===== src/rtl/fetch_ctrl_pkg.sv =====
// Shared types and constants for the fetch-stage sequencer and the PC mux.
// The state encoding and PC select codes are reused by the PC register logic.
package fetch_ctrl_pkg;

  typedef enum logic [2:0] {
    BOOT      = 3'd0,
    RUN       = 3'd1,
    LU_STALL  = 3'd2,
    REDIRECT  = 3'd3,
    IMEM_WAIT = 3'd4
  } state_t;

  localparam logic [1:0] PC_SEL_SEQ = 2'b00;
  localparam logic [1:0] PC_SEL_BR  = 2'b01;
  localparam logic [1:0] PC_SEL_JMP = 2'b10;

  localparam int LU_CNT_W = 3;

  // A jump wins when a taken branch and a jump resolve together.
  function automatic logic [1:0] redir_sel(input logic jump);
    return jump ? PC_SEL_JMP : PC_SEL_BR;
  endfunction

endpackage


===== src/rtl/fetch_ctrl_hazard.sv =====
// Load-use hazard compare between the load in EX and the source operands in ID.
// Register 0 never creates a hazard because it is hard-wired to zero.
module fetch_ctrl_hazard #(
  parameter int REG_W = 5
) (
  input  logic [REG_W-1:0] id_rs,
  input  logic [REG_W-1:0] id_rt,
  input  logic             id_uses_rt,
  input  logic             ex_mem_read,
  input  logic [REG_W-1:0] ex_rt,
  output logic             hz_lu
);

  logic rs_match;
  logic rt_match;

  assign rs_match = (ex_rt == id_rs);
  assign rt_match = id_uses_rt && (ex_rt == id_rt);
  assign hz_lu    = ex_mem_read && (ex_rt != '0) && (rs_match || rt_match);

endmodule


===== src/rtl/fetch_ctrl.sv =====
// Fetch-stage sequencer: drives PC enable/select, IF/ID load/flush and ID/EX bubble.
// Optional FETCH_CTRL_PERF_EN adds saturating stall/redirect/wait counters.
module fetch_ctrl
  import fetch_ctrl_pkg::*;
#(
  parameter int REG_W     = 5,
  parameter int LU_CYCLES = 1,
  parameter int CNT_W     = 32
) (
  input  logic             clk,
  input  logic             rst,
  input  logic [REG_W-1:0] id_rs,
  input  logic [REG_W-1:0] id_rt,
  input  logic             id_uses_rt,
  input  logic             ex_mem_read,
  input  logic [REG_W-1:0] ex_rt,
  input  logic             ex_branch_taken,
  input  logic             ex_jump,
  input  logic             imem_ready,
  output logic             pc_we,
  output logic [1:0]       pc_sel,
  output logic             ifid_we,
  output logic             ifid_flush,
  output logic             idex_bubble,
  output logic             busy
`ifdef FETCH_CTRL_PERF_EN
  ,
  output logic [CNT_W-1:0] perf_stall_cnt,
  output logic [CNT_W-1:0] perf_flush_cnt,
  output logic [CNT_W-1:0] perf_wait_cnt
`endif
);

  if (LU_CYCLES < 1 || LU_CYCLES > 7 || CNT_W < 1) begin : g_param_check
    $error("fetch_ctrl: LU_CYCLES must be 1..7 and CNT_W at least 1");
  end

  localparam logic [LU_CNT_W-1:0] LU_INIT = LU_CNT_W'(LU_CYCLES - 1);

  state_t              state;
  state_t              state_next;
  logic [LU_CNT_W-1:0] lu_cnt;
  logic [LU_CNT_W-1:0] lu_cnt_next;
  logic                hz_lu;
  logic                redir;

  fetch_ctrl_hazard #(
    .REG_W(REG_W)
  ) u_hazard (
    .id_rs       (id_rs),
    .id_rt       (id_rt),
    .id_uses_rt  (id_uses_rt),
    .ex_mem_read (ex_mem_read),
    .ex_rt       (ex_rt),
    .hz_lu       (hz_lu)
  );

  assign redir = ex_branch_taken || ex_jump;
  assign busy  = (state != RUN);

  always_ff @(posedge clk or posedge rst) begin
    if (rst) begin
      state  <= BOOT;
      lu_cnt <= '0;
    end else begin
      state  <= state_next;
      lu_cnt <= lu_cnt_next;
    end
  end

  // Every redirect loads the PC together with an IF/ID flush, so no fetched
  // instruction is ever dropped while IF/ID is merely held.
  always_comb begin
    state_next  = state;
    lu_cnt_next = lu_cnt;
    pc_we       = 1'b0;
    pc_sel      = PC_SEL_SEQ;
    ifid_we     = 1'b0;
    ifid_flush  = 1'b0;
    idex_bubble = 1'b0;
    case (state)
      BOOT: begin
        ifid_flush  = 1'b1;
        idex_bubble = 1'b1;
        state_next  = RUN;
      end
      RUN: begin
        if (redir) begin
          pc_we       = 1'b1;
          pc_sel      = redir_sel(ex_jump);
          ifid_flush  = 1'b1;
          idex_bubble = 1'b1;
          state_next  = REDIRECT;
        end else if (hz_lu) begin
          idex_bubble = 1'b1;
          lu_cnt_next = LU_INIT;
          state_next  = (LU_CYCLES > 1) ? LU_STALL : RUN;
        end else if (!imem_ready) begin
          ifid_flush = 1'b1;
          state_next = IMEM_WAIT;
        end else begin
          pc_we   = 1'b1;
          ifid_we = 1'b1;
        end
      end
      LU_STALL: begin
        if (redir) begin
          pc_we       = 1'b1;
          pc_sel      = redir_sel(ex_jump);
          ifid_flush  = 1'b1;
          idex_bubble = 1'b1;
          lu_cnt_next = '0;
          state_next  = REDIRECT;
        end else begin
          idex_bubble = 1'b1;
          lu_cnt_next = lu_cnt - LU_CNT_W'(1);
          if (lu_cnt == LU_CNT_W'(1)) state_next = RUN;
        end
      end
      REDIRECT, IMEM_WAIT: begin
        if (redir) begin
          pc_we       = 1'b1;
          pc_sel      = redir_sel(ex_jump);
          ifid_flush  = 1'b1;
          idex_bubble = 1'b1;
          state_next  = REDIRECT;
        end else if (imem_ready) begin
          pc_we      = 1'b1;
          ifid_we    = 1'b1;
          state_next = RUN;
        end else begin
          ifid_flush = 1'b1;
          state_next = IMEM_WAIT;
        end
      end
      default: begin
        ifid_flush  = 1'b1;
        idex_bubble = 1'b1;
        state_next  = BOOT;
      end
    endcase
  end

`ifdef FETCH_CTRL_PERF_EN
  logic stall_cyc;
  logic redir_cyc;
  logic wait_cyc;

  assign stall_cyc = !redir && (((state == RUN) && hz_lu) || (state == LU_STALL));
  assign redir_cyc = redir && (state != BOOT);
  assign wait_cyc  = (state == IMEM_WAIT);

  always_ff @(posedge clk or posedge rst) begin
    if (rst) begin
      perf_stall_cnt <= '0;
      perf_flush_cnt <= '0;
      perf_wait_cnt  <= '0;
    end else begin
      if (stall_cyc && (perf_stall_cnt != '1)) perf_stall_cnt <= perf_stall_cnt + CNT_W'(1);
      if (redir_cyc && (perf_flush_cnt != '1)) perf_flush_cnt <= perf_flush_cnt + CNT_W'(1);
      if (wait_cyc && (perf_wait_cnt != '1))   perf_wait_cnt  <= perf_wait_cnt + CNT_W'(1);
    end
  end
`endif

endmodule

===== config.mk =====
export PLATFORM = sky130hd
export DESIGN_NAME = fetch_ctrl
export DESIGN_NICKNAME = d
export VERILOG_FILES = /design/src/rtl/fetch_ctrl_pkg.sv /design/src/rtl/fetch_ctrl_hazard.sv /design/src/rtl/fetch_ctrl.sv
export SDC_FILE = /design/constraint.sdc
export NUM_CORES = 1
export LEC_CHECK = 0
export BUFFER_PORTS_ARGS = -buffer_cell sky130_fd_sc_hd__buf_2
export CAP_MARGIN = 20
export CORE_UTILIZATION = 45
export CTS_CLUSTER_SIZE = 30
export DETAILED_ROUTE_END_ITERATION = 16
export GPL_ROUTABILITY_DRIVEN = 0
export HOLD_SLACK_MARGIN = 0.12
export PLACE_DENSITY_LB_ADDON = 0.25
export SLEW_MARGIN = 20
export SYNTH_ARGS = -nofsm -noshare
export SYNTH_HDL_FRONTEND = slang
export SYNTH_HIERARCHICAL = 1
export SYNTH_SLANG_ARGS = --single-unit

===== constraint.sdc =====
create_clock -name clk -period 1.9 [get_ports clk]
set_input_delay 0.19 -clock clk [delete_from_list [all_inputs] [get_ports clk]]
set_output_delay 0.19 -clock clk [all_outputs]
set_load 0.1 [all_outputs]

# ---- Word-level counts from Yosys, hierarchy flattened
# Cells that the tools add are included.
# W data, S select, Z words.
dict set report totals {
  input_bits 22
  output_inout_bits 7
  ff_bits 6
}
dict set report classes {
  eq_ne 12
  addsub 1
  n_reduce_logical 12
  mux 32
}
# cell n
set op_table {}
lappend op_table {{$mux W3} 10}
lappend op_table {{$mux W1} 13}
lappend op_table {{$pmux W3 S4} 1}
lappend op_table {{$eq A5 B5 Y1} 2}
lappend op_table {{$eq A3 B1 Y1 const B} 2}
lappend op_table {{$eq A3 B2 Y1 const B} 2}
lappend op_table {{$mux W2} 3}
lappend op_table {{$pmux W1 S3} 2}
lappend op_table {{$pmux W3 S2} 1}
lappend op_table {{$reduce_bool A5 Y1} 1}
lappend op_table {{$ne A2 B2 Y1 const B} 2}
lappend op_table {{$ne A4 B4 Y1 const B} 1}
lappend op_table {{$pmux W1 S2} 2}
lappend op_table {{$reduce_or A4 Y1} 1}
lappend op_table {{$eq A3 B3 Y1 const B} 1}
lappend op_table {{$logic_and A1 B1 Y1} 3}
lappend op_table {{$logic_not A3 Y1} 1}
lappend op_table {{$ne A3 B1 Y1 const B} 1}
lappend op_table {{$ne A3 B3 Y1 const B} 1}
lappend op_table {{$reduce_and A3 Y1} 1}
lappend op_table {{$sub A3 B1 Y3 const B} 1}
lappend op_table {{$logic_or A1 B1 Y1} 2}
lappend op_table {{$reduce_and A2 Y1} 1}
lappend op_table {{$reduce_bool A2 Y1} 1}
lappend op_table {{$reduce_or A2 Y1} 1}

# ---- Longest topological paths before layout
# Gate-level depths: netlist of run 1.
dict set report logic_depth {
  word_depth 7
  ltp_mapped 8
  ltp_nobuf 8
}

# ---- By module
# Netlist of run 1, hierarchy kept.
# mod area_per_inst_um2 cells_per_inst instances
set by_module_without_submodules {}
lappend by_module_without_submodules {fetch_ctrl 493.0 63 1}
lappend by_module_without_submodules {fetch_ctrl_hazard 132.6 17 1}

# ---- Least setup slack after synthesis of run 1
# OpenSTA, ideal clock, no wires.
dict set report synth_path {
  path_type {input -> output}
  from {input port ex_rt[0]}
  to {output port ifid_flush}
  t_arrival_ns 2.365
  path_slack_ns -0.655
  path_buffers 0
  path_stages 6
  t_required_ns 1.710
  path_cell_list {or4_1 > o21ai_1 > a21oi_1 > nand2_1 > a21oi_1 > o21ai_1}
}
dict set report synth_via {
  elab_chain_len 7
}
# element line
set synth_rtl {}
lappend synth_rtl {{from (decl)} fetch_ctrl.sv:16} ;# input logic [REG_W-1:0] ex_rt,
lappend synth_rtl {{$eq A5 B5 Y1} fetch_ctrl_hazard.sv:18} ;# assign rt_match = id_uses_rt && (ex_rt == id_rt);
lappend synth_rtl {{$logic_and A1 B1 Y1} fetch_ctrl_hazard.sv:18}
lappend synth_rtl {{$logic_or A1 B1 Y1} fetch_ctrl_hazard.sv:19} ;# assign hz_lu = ex_mem_read && (ex_rt != '0) && (rs_match || rt_match);
lappend synth_rtl {{$logic_and A1 B1 Y1 (*)} fetch_ctrl_hazard.sv:19}
lappend synth_rtl {{named net hz_lu} fetch_ctrl.sv:44} ;# logic hz_lu;
lappend synth_rtl {{$mux W1 (*)} fetch_ctrl.sv:94} ;# end else if (hz_lu) begin
lappend synth_rtl {{$mux W1 (*)} fetch_ctrl.sv:88} ;# if (redir) begin
lappend synth_rtl {{$pmux W1 S3 (*)} fetch_ctrl.sv:81} ;# case (state)
lappend synth_rtl {{to (decl)} fetch_ctrl.sv:23} ;# output logic ifid_flush,
# The timed path passes the listed nets; every way through them passes the cells marked *.

# ---- Final worst setup path of run 1
dict set report layout_path {
  from {input port ex_rt[4]}
  to {output port idex_bubble}
}
dict set report layout_via {
  elab_chain_len 7
}
# element line
set layout_rtl {}
lappend layout_rtl {{$eq A5 B5 Y1} fetch_ctrl_hazard.sv:18}
lappend layout_rtl {{$logic_and A1 B1 Y1} fetch_ctrl_hazard.sv:18}
lappend layout_rtl {{$logic_or A1 B1 Y1} fetch_ctrl_hazard.sv:19}
lappend layout_rtl {{$logic_and A1 B1 Y1 (*)} fetch_ctrl_hazard.sv:19}
lappend layout_rtl {{named net hz_lu} fetch_ctrl.sv:44}
lappend layout_rtl {{$mux W1 (*)} fetch_ctrl.sv:94}
lappend layout_rtl {{$mux W1 (*)} fetch_ctrl.sv:88}
lappend layout_rtl {{$pmux W1 S2 (*)} fetch_ctrl.sv:81}
lappend layout_rtl {{to (decl)} fetch_ctrl.sv:24} ;# output logic idex_bubble,
# Marked as above.

==> results of run 1 <==
what timing repair did:
item / in CTS / in global routing
hold buffers: 1 / 0
setup endpoints to repair: 3 / 6
buffers inserted: 2 / 1
gates resized for setup: 11 / 8
pin swaps: 8 / 8
hold endpoints to repair: 6 / 0
power by group:
group	switching [mW]	internal [mW]	total, mW
clock network	0.0436	0.0713	0.115
registers	0.0392	0.161	0.200
logic	0.239	0.173	0.412
total	0.322	0.405	0.727
cell families (layout without fill, tap and decap cells):
kind of cell | Yosys count | after routing | synth area share
compound gates | 21 | 21 | 0.210
xor+xnor | 11 | 11 | 0.154
fa+ha+maj | 2 | 2 | 0.0400
buf+inv | 6 | 45 | 0.0480
flops | 6 | 6 | 0.240
simple gates | 34 | 34 | 0.308
per-stage QoR:
| step | setup slack (ns) | area [um^2] | util | setup TNS (ns) | hold slack (ns) |
|---|---|---|---|---|---|
| after floorplan | -0.143 | 634 | - | -0.143 | -0.0190 |
| after global placement | -0.176 | 887 | 0.682 | -0.513 | 0.107 |
| after detailed placement | -0.237 | 887 | 0.682 | -0.704 | 0.120 |
| after CTS | 0.00890 | 981 | 0.754 | 0 | 0.166 |
| after global routing | -0.139 | 1020 | 0.785 | -0.349 | 0.181 |
| final | -0.0171 | 1020 | 0.785 | -0.0287 | 0.174 |
critical path, stage by stage:
cell	delay, ns
buf_4	0.13
xor2_2	0.17
nor4_2	0.20
nand3_1	0.13
a21oi_2	0.22
nand2b_1	0.10
a22o_1	0.24
buf_6	0.12
nand2_4	0.06
buf_12	0.17
final cells by class:
class	instances	area (um^2)	area share
sequential	6	151	0.148
timing repair buffer	39	328	0.321
multi-input combinational	68	489	0.479
tap	15	18.8	0.0184
clock buffer	3	22.5	0.0221
inverter	3	11.3	0.0110
path summary, 6_finish.rpt:
check                           startpoint          end  slack (ns)
worst max-delay path              ex_rt[4]  idex_bubble       -0.02
worst min-delay path            imem_ready     state[2]        0.17
worst max register to register    state[1]    lu_cnt[2]        0.34
worst min register to register   lu_cnt[1]    lu_cnt[1]        0.49
max in group asynchronous              rst     state[0]        1.29
min in group asynchronous              rst     state[1]        0.40
sequential cells by signal, summed over array words and instances (netlist names):
register / flops
state: 3
lu_cnt: 3
metal layers:
metal | GRT usage | vias to the layer above | part of all wire
met5 | 0 | - | 0
met4 | 0 | 0 | 0.012
met3 | 0.0852 | 4 | 0.064
met2 | 0.492 | 37 | 0.55
met1 | 0.242 | 316 | 0.37
li1 | - | 355 | -
cell usage in the layout, fill, tap and decap left out, drive strengths merged:
cell / Yosys / final
a21boi: 1 / 1
a21o: 1 / 1
a21oi: 5 / 5
a22o: 1 / 1
and2: 1 / 1
and3: 1 / 1
and3b: 1 / 1
buf: 1 / 38
clkbuf: 2 / 3
dfrtp: 6 / 6
dlygate4sd3: 0 / 1
ha: 2 / 2
inv: 3 / 3
nand2: 6 / 6
nand2b: 3 / 3
nand3: 3 / 3
nand3b: 2 / 2
nor2: 7 / 7
nor2b: 3 / 3
nor3: 2 / 2
nor3b: 1 / 1
nor4: 1 / 1
o21ai: 8 / 8
o21bai: 1 / 1
o22a: 1 / 1
o22ai: 1 / 1
o311a: 1 / 1
o32a: 1 / 1
or2: 1 / 1
or2b: 1 / 1
or4: 1 / 1
xnor2: 4 / 4
xor2: 7 / 7
synth_stat cells, types with 3 or more instances:
cell / n / share of area
nor2_1: 7 / 0.042
xor2_1: 7 / 0.098
dfrtp_1: 6 / 0.24
nand2_1: 6 / 0.036
a21oi_1: 5 / 0.040
o21ai_0: 5 / 0.040
xnor2_1: 4 / 0.056
inv_1: 3 / 0.018
nand2b_1: 3 / 0.030
nand3_1: 3 / 0.024
nor2b_1: 3 / 0.030
o21ai_1: 3 / 0.024
==> flow_metrics.tcl, run 1 <==
set metrics [dict create \
    clk_latency_ns 0.24 \
    run_status "finished, violations left" \
    grtUsageTotal 0.241 \
    port_buffers 28 \
    design_power_total_mw 0.727 \
    slew_violations 0 \
    cts_inserted_buffers 3 \
    ys_seq_area_frac 0.240 \
    layoutNonFillerInstCount 134 \
    antenna_left 0 \
    cp-end-kind "output port" \
    first_pass_iters 5 \
    tightestPinTransition_ns 0.482 \
    avgRoutedWirePerCell_um 12.7 \
    start_util 0.481 \
    rsz0062_at_grt "yes" \
    antenna_found_initial 0 \
    hold_viol_final 0 \
    cts_buffer_depth 2 \
    ioPinCount 29 \
    post_synth.cell_area_avg_um2 7.82 \
    synth_edf_count 0 \
    fin_crit_ns 1.92 \
    fmax_mhz 522 \
    die_w_um 39.3 \
    grt_overflow 0 \
    ys_warn_count 6 \
    vdd_drop_max_mv 0.595 \
    viasPerCell 5.31 \
    clk_pin_slew_ns 0.04 \
    cts_root_buf "clkbuf_4" \
    fill_cells 105 \
    antennaDiodeCount 0 \
    die_h_um 39.3 \
    die-area_um2 1540 \
    drive_gt1_frac 0.454 \
    wl_mm 1.70 \
    dp_cells 127 \
    clkSinkCount 6 \
    drt_iter0_drc 14 \
    p_leak_nw 0.465 \
    synth_cell_types 33 \
    start_kind "input port" \
    min-delay-path-class "in -> reg" \
    route.detailed.drc 0 \
    grt_pass1_wl_mm 2.44 \
    vias 712 \
    finClkSkew_ns 0.00178 \
    nets 145 \
    synth-async-reset-ratio 1.00 \
    hpwlAfterDp_mm 1.21 \
    powerDensity_nw_per_um2 712 \
    synth_seq_cells 6 \
    critPathMaxFanout 4 \
    ys.flop_type "dfrtp_1" \
    path_class "in -> out" \
    num_rows 13 \
    cp.arrival_ns 1.73 \
    setup_viol 2 \
    syn2layout_area_growth_pct 63.2 \
    required_ns 1.71 \
    violations "negative setup slack" \
    max_cap_viol_count 0 \
    core_um2 1300 \
    netlist_area_um2 626 \
    slew_headroom 0.681 \
    min_path_cells 2 \
    grt_pass1_vias 612 \
    mappedNetlistNets 104 \
    synthCells 80 \
    htreeDepth 1 \
    post-route-period-util 1.01 \
    r2r_cells 5 \
    fin_ws_ns -0.0171 \
    grt_max_degree 15 \
    cts_tree "yes" \
]
(Power assumes the default switching activity.)
==> inputs of run 2 (changes only) <==
--- a/config.mk
+++ b/config.mk
@@ -5,9 +5,11 @@
 export SDC_FILE = /design/constraint.sdc
 export NUM_CORES = 1
 export LEC_CHECK = 0
+export ABC_AREA = 1
 export BUFFER_PORTS_ARGS = -buffer_cell sky130_fd_sc_hd__buf_2
 export CAP_MARGIN = 20
-export CORE_UTILIZATION = 45
+export CORE_ASPECT_RATIO = 1.1
+export CORE_UTILIZATION = 47
 export CTS_CLUSTER_SIZE = 30
 export DETAILED_ROUTE_END_ITERATION = 16
 export GPL_ROUTABILITY_DRIVEN = 0
==> flow_metrics.tcl, run 2 <==
set metrics [dict create \
    setup_tns_ns 0 \
    p_leak_nw 0.596 \
    synth_cell_types 17 \
    crit_path_end "pc_sel[1]" \
    avgRoutedWirePerCell_um 8.75 \
    grt_overflow 0 \
    clk_pin_slew_ns 0.04 \
    antennaDiodeCount 0 \
    ys_seq_area_frac 0.204 \
    hold_viol_final 0 \
    design_power_total_mw 1.66 \
    wl_mm 1.56 \
    vdd_drop_max_mv 1.65 \
    syn2layout_area_growth_pct 34.8 \
    slew_headroom 0.681 \
    hold_slack_ns 0.353 \
    fmax_mhz 559 \
    slowest_stage "dfrtp_1" \
    fin_crit_ns 1.79 \
    ioPinCount 29 \
    drt_iter0_drc 22 \
    slowest_delay_ns 0.39 \
    antenna_left 0 \
    netlist_area_um2 734 \
    critPathMaxFanout 5 \
    drive_gt1_frac 0.327 \
    r2r-end "lu_cnt[0]" \
    yosys-top-cells-area "nand2_1 (24%), dfrtp_1 (20%), inv_1 (12%), nand3_1 (7.5%), nor2_1 (7.2%)" \
    crit_buf_inv 4 \
    viasPerCell 4.77 \
    port_buffers 28 \
    synth-async-reset-ratio 1.00 \
    cts_root_buf "clkbuf_4" \
    path_class "reg -> out" \
    path_depth 8 \
    cpMostUsedCell "inv_2" \
    crit_chain "inv_2 > nand3_1 > nand2_2 > inv_2 > nand3_2 > inv_2 > nor2_2 > clkbuf_4" \
    route.detailed.drc 0 \
    setup_viol 0 \
    antenna_found_initial 0 \
    r2r_cells 6 \
    die_w_um 39.7 \
    core_um2 1420 \
    reg2reg_from "state[1]" \
    run_status "finished, final reports clean" \
    fill_cells 140 \
    post_synth.cell_area_avg_um2 5.69 \
    synthCells 129 \
    grtUsageTotal 0.207 \
    crit_path_start "state[2]" \
    finClkSkew_ns 0.00473 \
    grt_pass1_vias 690 \
    cts_buffer_depth 2 \
    htreeDepth 1 \
    die-area_um2 1720 \
    synth_edf_count 0 \
    post-route-period-util 0.942 \
    rsz0062_at_grt "no" \
    cp-end-kind "output port" \
    max_cap_viol_count 0 \
    slew_violations 0 \
    path_delay_family "buffers and inverters" \
    reg.largest.list "lu_cnt (3), state (3)" \
    final_common_cell "nand2_1" \
    mappedNetlistNets 153 \
    required_ns 1.71 \
    clkSinkCount 6 \
    cts_inserted_buffers 3 \
    grt_max_degree 11 \
    synthMostInstantiatedCell "nand2_1" \
    tightestPinTransition_ns 0.482 \
    cts_tree "yes" \
    mostFrequentLayoutCells "nand2_1 (45), inv_1 (24), buf_2 (22)" \
    grt_pass1_wl_mm 2.50 \
    synth_top_area_frac 0.235 \
    ys.flop_type "dfrtp_1" \
    nets 188 \
    start_kind "flop" \
    synth_seq_cells 6 \
    first_pass_iters 4 \
    clk_latency_ns 0.25 \
    synth_commonest_cells "nand2_1 (46), inv_1 (24), nor2_1 (14), nand3_1 (11), inv_2 (7)" \
    yosys.area.top_type "nand2_1" \
    start_util 0.518 \
    min-delay-path-class "in -> reg" \
    powerDensity_nw_per_um2 1680 \
    vias 849 \
    num_rows 14 \
    ff2ff_setup_slack_ns 0.75 \
    hpwlAfterDp_mm 1.29 \
    ys_warn_count 6 \
    cp.arrival_ns 1.60 \
    die_h_um 43.5 \
]
## run 2: cell types whose count changed after synthesis, sizes merged, moves of 3 or more
cell | previous run | this run
nor2b | 3 | 0
inv | 3 | 31
nand3 | 3 | 15
a21oi | 5 | 2
nor2 | 7 | 16
xor2 | 7 | 0
nand2 | 6 | 47
nand2b | 3 | 0
## run 2: logic make-up (layout without fill, tap and decap cells)
kind of cell	count (synthesis)	after routing	synth area share
AND/OR/NAND/NOR	78	78	0.501
buffers and inverters	31	64	0.158
adder cells (fa/ha/maj)	2	2	0.0341
flip-flops	6	6	0.204
XOR/XNOR	2	2	0.0239
AO/OA/AOI/OAI	10	10	0.0784
## run 2: repair_timing
| action | in CTS | in global routing |
|---|---|---|
| hold buffers | 1 | 0 |
| gates resized for setup | 0 | 4 |
| setup endpoints to repair | 0 | 4 |
| setup buffers | 0 | 0 |
| endpoints found under the hold margin | 6 | 0 |
## run 2: tightest hold or removal path, cell delays in order
cell and delay, ns:
buf_2 0.14, nor2_8 0.06, o21ai_2 0.06, nor2_2 0.04
inv_1 0.04, nand2_1 0.04
## run 2: stage by stage
step	setup WS, ns	util	cells	area, um^2
after floorplan	-0.155	-	129	749
after global placement	0.243	0.668	174	947
after detailed placement	0.192	0.668	174	947
after CTS	0.0174	0.690	178	980
after global routing	0.0153	0.698	178	990
final	0.110	0.698	178	990
## run 2: where the power goes
| part | switching [mW] | total (mW) | internal, mW |
|---|---|---|---|
| clock | 0.0464 | 0.118 | 0.0714 |
| combinational | 0.967 | 1.29 | 0.323 |
| sequential | 0.0681 | 0.255 | 0.187 |
| total | 1.08 | 1.66 | 0.581 |
## run 2: per-layer routing
layer / global-route usage / wire length, um
met1: 0.250 / 731
met4: 0.0966 / 15
met3: 0.0615 / 87
met2: 0.328 / 722
met5: 0 / 0
## run 2: cell type report
| type | instances | area [um^2] | area share |
|---|---|---|---|
| clock buffers | 3 | 22.5 | 0.0228 |
| inverters | 31 | 116 | 0.118 |
| multi-input cells | 92 | 483 | 0.488 |
| flip-flops and latches | 6 | 150 | 0.152 |
| well taps | 16 | 20.0 | 0.0202 |
| repair buffers | 30 | 198 | 0.200 |
## run 2: how the worst min path moves through the flow
stage,from,depth (start not counted),end
2_1_floorplan,rst,1,lu_cnt[0]
3_3_place_gp,rst,2,lu_cnt[2]
3_5_place_dp,rst,2,lu_cnt[0]
4_1_cts,ex_jump,6,state[1]
5_1_grt,ex_jump,4,lu_cnt[2]
6_report,ex_jump,6,state[1]
==> inputs of run 3 (changes only) <==
==> constraint.sdc (replaced) <==
create_clock -name clk -period 1.9 [get_ports clk]
set_input_delay 0.285 -clock clk [delete_from_list [all_inputs] [get_ports clk]]
set_output_delay 0.285 -clock clk [all_outputs]
set_load 0.1 [all_outputs]
==> flow_metrics.tcl, run 3 (synthesized netlist as in run 2, its figures left out) <==
set metrics [dict create \
    run_status "finished, final reports clean" \
    clk_pin_slew_ns 0.04 \
    postPlaceCellArea_um2 977 \
    core_um2 1420 \
    post-route-period-util 0.938 \
    crit_path_end "ifid_we" \
    reg.largest.list "lu_cnt (3), state (3)" \
    critPathMaxFanout 4 \
    finClkSkew_ns 0.00425 \
    grt_max_degree 11 \
    die_w_um 39.7 \
    wl_mm 1.49 \
    htreeDepth 1 \
    swShare 0.625 \
    cts_root_buf "clkbuf_4" \
    grtUsageTotal 0.199 \
    grt_pass1_wl_mm 2.45 \
    fin_crit_ns 1.78 \
    hold_viol_final 0 \
    pwr-share-clk 0.067 \
    rsz0062_at_grt "yes" \
    start_util 0.518 \
    hold_slack_ns 0.456 \
    cts_buffer_depth 2 \
    cts_tree "yes" \
    grt_overflow 0 \
    mostFrequentLayoutCells "nand2_1 (45), inv_1 (24), buf_2 (22)" \
    cts_inserted_buffers 3 \
    num_rows 14 \
    cp-end-kind "output port" \
    slowest_stage "buf_12" \
    cts_setup_buffers 0 \
    route.detailed.drc 0 \
    final_common_cell "nand2_1" \
    ff2ff_setup_slack_ns 0.79 \
    ioPinCount 29 \
    clkSinkCount 6 \
    die-area_um2 1720 \
    antennaDiodeCount 0 \
    required_ns 1.62 \
    p_int_mw 0.656 \
    path_class "in -> out" \
    min_path_cells 5 \
    reg2reg_from "state[1]" \
    syn2layout_area_growth_pct 39.7 \
    r2r_cells 6 \
    fin_area_um2 1030 \
    switchingPower_mw 1.09 \
    antenna_left 0 \
    crit_chain "buf_2 > nor2_1 > nand3_1 > o21ai_1 > a21oi_2 > inv_1 > nand3_1 > nor2_1 > inv_1 > o21ai_2 > buf_12" \
    tightestPinTransition_ns 0.482 \
    cp.arrival_ns 1.50 \
    avgRoutedWirePerCell_um 8.37 \
    slowest_delay_ns 0.20 \
    vias 828 \
    pwr-share-comb 0.789 \
    vdd_drop_max_mv 1.58 \
    p_leak_nw 0.606 \
    setup_viol 0 \
    powerDensity_nw_per_um2 1700 \
    fmax_mhz 561 \
    slew_violations 0 \
    max_cap_viol_count 0 \
    crit_path_start "ex_rt[1]" \
    port_buffers 28 \
    hpwlAfterDp_mm 1.26 \
    antenna_found_initial 0 \
    viasPerCell 4.65 \
    die_h_um 43.5 \
    nets 188 \
    min-delay-path-class "in -> reg" \
    min-delay-start "imem_ready" \
    slew_headroom 0.681 \
    first_pass_iters 4 \
    clk_latency_ns 0.24 \
    grt_pass1_vias 682 \
    seq_power_share 0.144 \
    start_kind "input port" \
    drive_gt1_frac 0.333 \
    r2r-end "lu_cnt[1]" \
    drt_iter0_drc 8 \
]
==> run 3: changes by cell type in the layout (fill, tap and decap cells not counted), sizes merged <==
cell / delta
buf: +4
clkbuf: -4
==> run 3: power by group through the flow <==
stage	clock network, mW	registers (mW)	logic [mW]
finish	0.118	0.252	1.38
global route	0.130	0.256	1.48
CTS	0.119	0.252	1.35
detailed placement	0	0.254	1.32
global placement	0	0.252	1.31
floorplan	0	0.242	1.06
==> run 3: layout make-up <==
cell class	instances	area, um^2
Tap cell	16	20.0
Multi-Input combinational cell	92	487
Inverter	31	116
Sequential cell	6	150
Fill cell	133	393
Clock buffer	3	22.5
Timing Repair Buffer	30	230
==> run 3: what timing repair did <==
item | in CTS | in global routing
hold buffers | 1 | 0
pin swaps | 0 | 1
resized for setup | 2 | 4
setup endpoints to repair | 2 | 4
hold endpoints to repair | 6 | 0
==> run 3: through the flow <==
stage	std cells	power [mW]	util	setup TNS (ns)	worst slack (ns)
3_3_place_gp	174	1.56	0.689	0	0.0537
4_1_cts	178	1.72	0.715	0	0.0704
2_1_floorplan	129	1.30	-	-0.829	-0.250
5_1_grt	178	1.87	0.723	-0.0311	-0.0204
6_report	178	1.75	0.723	0	0.118
3_5_place_dp	174	1.58	0.689	0	0.0364
==> run 3: worst min-delay path by stage <==
stage | end | slack [ns]
detailed placement | lu_cnt[0] | 0.20
CTS | state[0] | 0.45
global route | state[0] | 0.47
global placement | lu_cnt[2] | 0.20
finish | state[0] | 0.46
floorplan | lu_cnt[0] | 0.08
==> run 3: critical path, delay by kind of cell <==
kind            cells  cell delay, ns
simple gates        4            0.42
buf+inv             4            0.48
compound gates      3            0.31
==> run 3: metal layers <==
| metal | global-route usage | wire length (um) |
|---|---|---|
| met3 | 0.0615 | 88 |
| met1 | 0.250 | 735 |
| met2 | 0.338 | 664 |
| met4 | 0.0207 | 0 |
| met5 | 0 | 0 |
